`config.mk`:
```
export PLATFORM = sky130hd
export DESIGN_NAME = shade_dither_pack
export DESIGN_NICKNAME = d
export VERILOG_FILES = /design/src/rtl/shade_dither_pack.sv
export SDC_FILE = /design/constraint.sdc
export NUM_CORES = 1
export LEC_CHECK = 0
export ABC_AREA = 1
export ABC_CLOCK_PERIOD_IN_PS = 3700
export BUFFER_PORTS_ARGS = -buffer_cell sky130_fd_sc_hd__buf_2
export CAP_MARGIN = 20
export CORE_ASPECT_RATIO = 0.7
export CORE_UTILIZATION = 50
export DETAILED_ROUTE_END_ITERATION = 10
export PLACE_DENSITY = 0.74
export SETUP_SLACK_MARGIN = 0.2
export SLEW_MARGIN = 15
export SYNTH_ARGS = -nofsm -noshare
export SYNTH_HDL_FRONTEND = slang
export SYNTH_SLANG_ARGS = --single-unit
```
`constraint.sdc`:
```
create_clock -name clk -period 3.7 [get_ports clk]
set_clock_uncertainty 0.1 [all_clocks]
set_input_delay 0.555 -clock clk [delete_from_list [all_inputs] [get_ports clk]]
set_output_delay 0.555 -clock clk [all_outputs]
set_load 0.1 [all_outputs]
```
`src/rtl/shade_dither_pack.sv`:
```
// Ordered-dither and BGR555 pack stage: 4x4 dither, clamp, truncate to 5 bits, 2-stage valid/ready pipe.
// Optional pixel/saturation statistics counters are enabled by defining SHADE_PIXSTAT_EN.
module shade_dither_pack #(
    parameter int XW = 10,
    parameter int YW = 9
) (
    input  logic          clk,
    input  logic          i_nrst,
    input  logic          i_valid,
    output logic          o_ready,
    input  logic [7:0]    i_r,
    input  logic [7:0]    i_g,
    input  logic [7:0]    i_b,
    input  logic [XW-1:0] i_x,
    input  logic [YW-1:0] i_y,
    input  logic          i_stp,
    input  logic          i_ditherEn,
    input  logic          i_forceMask,
    output logic          o_valid,
    input  logic          i_ready,
    output logic [15:0]   o_pix,
    output logic [XW-1:0] o_x,
    output logic [YW-1:0] o_y
`ifdef SHADE_PIXSTAT_EN
    ,
    input  logic          i_statClr,
    output logic [31:0]   o_pixCount,
    output logic [31:0]   o_satCount
`endif
);

    logic                adv;
    logic signed [3:0]   dither_val;
    logic                s1_valid;
    logic [XW-1:0]       s1_x;
    logic [YW-1:0]       s1_y;
    logic                s1_mask;
    logic signed [9:0]   s1_r;
    logic signed [9:0]   s1_g;
    logic signed [9:0]   s1_b;

    function automatic logic signed [3:0] dither_offset(input logic [1:0] row, input logic [1:0] col);
        logic signed [3:0] d;
        case ({row, col})
            4'h0: d = -4'sd4;  4'h1: d = 4'sd0;   4'h2: d = -4'sd3;  4'h3: d = 4'sd1;
            4'h4: d = 4'sd2;   4'h5: d = -4'sd2;  4'h6: d = 4'sd3;   4'h7: d = -4'sd1;
            4'h8: d = -4'sd3;  4'h9: d = 4'sd1;   4'hA: d = -4'sd4;  4'hB: d = 4'sd0;
            4'hC: d = 4'sd3;   4'hD: d = -4'sd1;  4'hE: d = 4'sd2;   default: d = -4'sd2;
        endcase
        return d;
    endfunction

    function automatic logic signed [9:0] add_dither(input logic [7:0] c, input logic signed [3:0] d);
        return $signed({2'b00, c}) + $signed({{6{d[3]}}, d});
    endfunction

    // Sums span -4..258, so bit 9 flags underflow and bit 8 flags overflow.
    function automatic logic [4:0] clamp5(input logic signed [9:0] s);
        logic [4:0] q;
        if (s[9])
            q = 5'h00;
        else if (s[8])
            q = 5'h1F;
        else
            q = s[7:3];
        return q;
    endfunction

    assign adv        = !o_valid || i_ready;
    assign o_ready    = adv;
    assign dither_val = i_ditherEn ? dither_offset(i_y[1:0], i_x[1:0]) : 4'sd0;

    always_ff @(posedge clk or negedge i_nrst) begin
        if (!i_nrst) begin
            s1_valid <= 1'b0;
            s1_x     <= '0;
            s1_y     <= '0;
            s1_mask  <= 1'b0;
            s1_r     <= '0;
            s1_g     <= '0;
            s1_b     <= '0;
        end else if (adv) begin
            s1_valid <= i_valid;
            if (i_valid) begin
                s1_x    <= i_x;
                s1_y    <= i_y;
                s1_mask <= i_stp | i_forceMask;
                s1_r    <= add_dither(i_r, dither_val);
                s1_g    <= add_dither(i_g, dither_val);
                s1_b    <= add_dither(i_b, dither_val);
            end
        end
    end

    always_ff @(posedge clk or negedge i_nrst) begin
        if (!i_nrst) begin
            o_valid <= 1'b0;
            o_pix   <= '0;
            o_x     <= '0;
            o_y     <= '0;
        end else if (adv) begin
            o_valid <= s1_valid;
            if (s1_valid) begin
                o_pix <= {s1_mask, clamp5(s1_b), clamp5(s1_g), clamp5(s1_r)};
                o_x   <= s1_x;
                o_y   <= s1_y;
            end
        end
    end

`ifdef SHADE_PIXSTAT_EN
    logic s2_sat;
    logic handshake;

    assign handshake = o_valid && i_ready;

    always_ff @(posedge clk or negedge i_nrst) begin
        if (!i_nrst)
            s2_sat <= 1'b0;
        else if (adv && s1_valid)
            s2_sat <= s1_r[9] | s1_r[8] | s1_g[9] | s1_g[8] | s1_b[9] | s1_b[8];
    end

    // Clear has priority over a coincident handshake.
    always_ff @(posedge clk or negedge i_nrst) begin
        if (!i_nrst) begin
            o_pixCount <= '0;
            o_satCount <= '0;
        end else if (i_statClr) begin
            o_pixCount <= '0;
            o_satCount <= '0;
        end else if (handshake) begin
            o_pixCount <= o_pixCount + 32'd1;
            if (s2_sat)
                o_satCount <= o_satCount + 32'd1;
        end
    end
`endif

endmodule

```
After elaboration in Yosys (flattened, before gate mapping)
Memories as Yosys holds them, arrays and structs flattened.
Cells that the tools add are included.
{"block": "word_totals", "mem_bits_rw": 0, "output_inout_bits": 37, "latchBits": 0, "memories": 1, "regBits": 87, "rom_bits": 64, "word_cells": 27, "input_bits": 50}
{"name": "(no name shown)", "words": 16, "word_bits": 4, "rd": 1, "rd_clocked_by_memory_dff": 0, "write_ports": 0, "line_no": "44", "source": "case ({row, col})"}
{"block": "classes", "n_bitwise": 1, "mux": 7, "n_div": 0, "magnitude_cmp": 0, "n_mul": 0, "n_shift": 0, "eq_ne": 0, "reduce_logical": 4, "addsub": 3}
{"op": "9-bit by 4-bit adder with 10-bit output", "n": 3}
{"op": "5-bit two-way mux", "n": 6}
{"op": "4-bit two-way mux", "n": 1}
{"op": "2-bit AND reduction", "n": 2}
{"op": "1-bit zero test", "n": 1}
{"op": "1-bit logical OR", "n": 1}
{"op": "1-bit OR", "n": 1}

Longest topological paths before layout
{"block": "logic_depth", "depth_word": 3, "depth_mapped": 15, "depth_no_buf": 14}

Least setup slack after synthesis
No wires, ideal clock.
{"block": "synth_timing", "kind": "reg2reg", "startpoint": "register o_valid", "endpoint": "register s1_y[1]", "t_required_ps": 3467, "setup_time_ps": 133, "arrival_ps": 2428, "stages_incl_launch_ff": 8, "period_less_slack_ps": 2661, "path_slack_ps": 1039, "n_path_buf": 2, "path_cell_list": "dfrtp_1 -> inv_1 -> nor2_1 -> inv_1 -> nand2_1 -> clkbuf_1 -> clkbuf_1 -> o21ai_0"}
{"block": "synth_via", "elab_chain_cells": 3}
{"element": "start, declared", "line_no": "19", "source": "output logic o_valid,"}
{"element": "start signal, assigned", "line_no": "102", "source": "o_valid <= s1_valid;"}
{"element": "1-bit zero test", "line_no": "69", "source": "assign adv = !o_valid || i_ready;"}
{"element": "1-bit logical OR", "line_no": "69"}
{"element": "net o_ready", "line_no": "10", "source": "output logic o_ready,"}
{"element": "2-bit AND reduction (no source line)"}
{"element": "end signal, assigned", "line_no": "86", "source": "s1_y <= i_y;"}
{"element": "end, declared", "line_no": "36", "source": "logic [YW-1:0] s1_y;"}
The timed path passes the listed nets, and every way through them passes these cells.
A chain may end at the register's enable or synchronous reset.

Worst setup path in the final report
{"block": "layout_timing", "startpoint": "input i_y[0]", "endpoint": "register s1_r[9]"}
{"block": "layout_via", "elab_chain_cells": 3}
{"element": "start, declared", "line_no": "15", "source": "input logic [YW-1:0] i_y,"}
{"element": "memory read 16 x 4 bit"}
{"element": "4-bit two-way mux", "line_no": "71", "source": "assign dither_val = i_ditherEn ? dither_offset(i_y[1:0], i_x[1:0]) : 4'sd0;"}
{"element": "9-bit by 4-bit adder with 10-bit output", "line_no": "54", "source": "return $signed({2'b00, c}) + $signed({{6{d[3]}}, d});"}
{"element": "end signal, assigned", "line_no": "88", "source": "s1_r <= add_dither(i_r, dither_val);"}
{"element": "end, declared", "line_no": "38", "source": "logic signed [9:0] s1_r;"}
Every way passes these cells.

==> results.sh <==
export IMPL_status="finished clean"
export IMPL_yosysTopAreaCellShare_pct=47.6
export IMPL_finalMaxSlewViolations=0
export IMPL_syn_inst=554
export IMPL_hold_path_class="in -> async"
export IMPL_cts_repair_resized=0
export IMPL_drc_errors=0
export IMPL_antenna_found_initial=0
export IMPL_peakVddDrop_mv=0.587
export IMPL_r2r_end="o_pix[2]$_DFFE_PN0P_"
export IMPL_post_cts_buffers=0
export IMPL_final_antenna_net_count=0
export IMPL_drtIter0Drc=246
export IMPL_r2r_start="o_valid$_DFFE_PN0N_"
export IMPL_synthesis_nets=607
export IMPL_ys_flop_type="dfrtp_1"
export IMPL_cpMaxStageDelayCell="inv_4"
export IMPL_syn_area_um2=4100
export IMPL_grt_max_degree=79
export IMPL_io_buffers=86
export IMPL_worst_pin_slew_ns=0.948
export IMPL_synthTopCellsByCount="nand2_1, dfrtp_1, o21ai_0"
export IMPL_power_density_nw_per_um2=757
export IMPL_multi_input_area_um2=1820
export IMPL_ys_types=26
export IMPL_path_clk_slew_ns=0.06
export IMPL_yosysSeqAreaShare_pct=47.6
export IMPL_period_minus_slack_ns=2.18
export IMPL_h_tree_depth=3
export IMPL_stdcell_area_um2=4890
export IMPL_ys_ff_latch=78
export IMPL_worstPathArrival_ns=2.29
export IMPL_netlist_top_cells_area="dfrtp_1, nand2_1, o21ai_0"
export IMPL_synth_async_sr_flop_share_pct=100
export IMPL_worstPathCellList="buf_2 > inv_2 > nand2_4 > nand3_4 > inv_4 > nand2_2 > nand2_1 > nand2_1 > nor2_1 > nand2_1 > nand2_1 > nand2_1 > nand3_1 > nand2_1"
export IMPL_timing_setup_tns_ns=0
export IMPL_placedInstanceArea_um2=4570
export IMPL_rows=27
export IMPL_grt_pass1_wl_um=15500
export IMPL_dpl_hpwl_um=6650
export IMPL_rr_worst_depth=8
export IMPL_seq_area_um2=1950
export IMPL_hold_viol=0
export IMPL_synth_edf_count=0
export IMPL_clock_latency_ns=0.33
export IMPL_area_growth_syn_to_layout_pct=19.2
export IMPL_cp_required_ns=3.82
export IMPL_viasPerCell=5.09
export IMPL_fp_dieH_um=77.8
export IMPL_wire_per_inst_um=12.8
export IMPL_ctsHoldBuffers=0
export IMPL_cts_tree="yes"
export IMPL_holdWs_ns=0.262
export IMPL_regToRegSetupSlack_ns=1.67
export IMPL_start_kind="primary input"
export IMPL_setup_viol=0
export IMPL_drt_pass1_iter_count=6
export IMPL_yosysTopAreaCell="dfrtp_1"
export IMPL_grt_pass1_vias=3357
export IMPL_period_share_pct=58.8
export IMPL_cts_buffer_depth=2
export IMPL_met1_usage_pct=32.6
export IMPL_io_pins=87
export IMPL_root_buffer="clkbuf_16"
export IMPL_fill_cells=724
export IMPL_diodes=0
export IMPL_relSlewSlack_pct=36.8
export IMPL_via_count=3759
export IMPL_die_w_um=110
export IMPL_endpoint_kind="flop"
export IMPL_grt_usage_pct=23.5
export IMPL_grt_met3_usage_pct=6.47
export IMPL_dieArea_um2=8580
export IMPL_maxCapViolations=0
export IMPL_path_max_fanout=35
export IMPL_place_gp_congestion=0.818
export IMPL_cts_buffers=9
export IMPL_coreArea_um2=7910
export IMPL_nNetsFinal=687
export IMPL_leakagePower_nw=2.79
export IMPL_cpMostUsedCell="nand2_1"
export IMPL_yosysMostFrequentCell="nand2_1"
export IMPL_busiest_layer="met2"
export IMPL_cts_num_sinks=78
export IMPL_clock_fmax_mhz=460
export IMPL_floorplan_initialDensity_pct=51.9
export IMPL_grt_overflow=0
export IMPL_drive_above_1_share_pct=19.7
export IMPL_slowest_delay_ns=0.39
export IMPL_yosys_warnings=0
export IMPL_rsz0062_at_grt="false"
export IMPL_crit_type="in -> reg"
export IMPL_totalWireLength_um=9460
export IMPL_postSynthAreaPerCell_um2=7.41
export IMPL_grt_use_met2_pct=36.3
power by group:
group	switching (mW)	total [mW]	internal (mW)	leakage (nW)
clock network	0.331	0.936	0.606	0.155
logic	1.33	1.59	0.255	1.67
registers	0.114	1.18	1.06	0.964
total	1.78	3.70	1.92	2.79
flip-flops by register name, summed over array words and instances (netlist names):
name      count
o_pix        16
s1_b          7
s1_g          7
s1_y          9
o_x          10
o_valid       1
s1_x         10
s1_valid      1
s1_mask       1
s1_r          7
o_y           9
layout make-up:
cell class	count	share of cell area [%]
well taps	101	2.58
flip-flops and latches	78	39.9
inverters	56	4.35
repair buffers	90	9.47
clock inverters	5	1.66
clock buffers	10	4.89
multi-input cells	399	37.1
cell families (layout without fill, tap and decap cells):
kind of cell             Yosys count  in the layout  synth area share (%)
AND/OR/NAND/NOR                  322            322                  32.9
adder cells (fa/ha/maj)            3              3                 0.915
XOR/XNOR                           8              8                  1.71
flip-flops                        78             78                  47.6
buffers and inverters             77            161                  8.17
AO/OA/AOI/OAI                     66             66                  8.72
worst max path at each step:
| stage | from | endpoint | cells past startpoint | slack (ns) |
|---|---|---|---|---|
| floorplan | o_valid$_DFFE_PN0N_ | s1_y[1]$_DFFE_PN0P_ | 7 | 1.04 |
| global placement | i_x[0] | s1_g[9]$_DFFE_PN0P_ | 14 | 1.24 |
| detailed placement | i_x[0] | s1_b[9]$_DFFE_PN0P_ | 14 | 1.19 |
| CTS | i_x[0] | s1_r[8]$_DFFE_PN0P_ | 14 | 1.52 |
| global route | i_y[0] | s1_b[9]$_DFFE_PN0P_ | 14 | 1.26 |
| finish | i_y[0] | s1_r[9]$_DFFE_PN0P_ | 14 | 1.52 |
metrics by stage:
step | power, mW | std cells | worst slack [ns] | util [%]
2_1_floorplan | 2.48 | 554 | 1.04 | -
3_3_place_gp | 2.76 | 724 | 1.24 | 57.8
3_5_place_dp | 2.78 | 724 | 1.19 | 57.8
4_1_cts | 3.72 | 739 | 1.52 | 61.9
5_1_grt | 3.88 | 739 | 1.26 | 61.9
6_report | 3.70 | 739 | 1.52 | 61.9
cell usage in the layout, fill, tap and decap left out:
cell and instances:
nand3b_1 4, xor2_1 8, clkinvlp_4 1, buf_2 85
inv_6 1, ha_1 3, nand4_1 7, clkbuf_16 9
o21ai_0 57, clkbuf_8 1, inv_1 50, buf_4 5
nand2_1 249, a41oi_1 6, bufinv_16 2, inv_2 1
nand2_4 2, clkinv_1 4, nand2_2 13, dfrtp_1 78
nand3_4 1, inv_4 1, o21ai_2 1, a21oi_1 1
clkinv_2 1, a31oi_1 1, nand3_1 34, nor2_2 2
nor2_1 10
critical path: cells and delay by family:
kind          cells  cell delay, ns
simple gates     11            1.15
buf+inv           3            0.58
routing by layer:
| layer | part of all wire (%) | vias up |
|---|---|---|
| li1 | - | 1905 |
| met1 | 49 | 1762 |
| met2 | 46 | 90 |
| met3 | 5.0 | 2 |
| met4 | 0.39 | 0 |
| met5 | 0 | - |
Power figures use the tool's default switching activity.
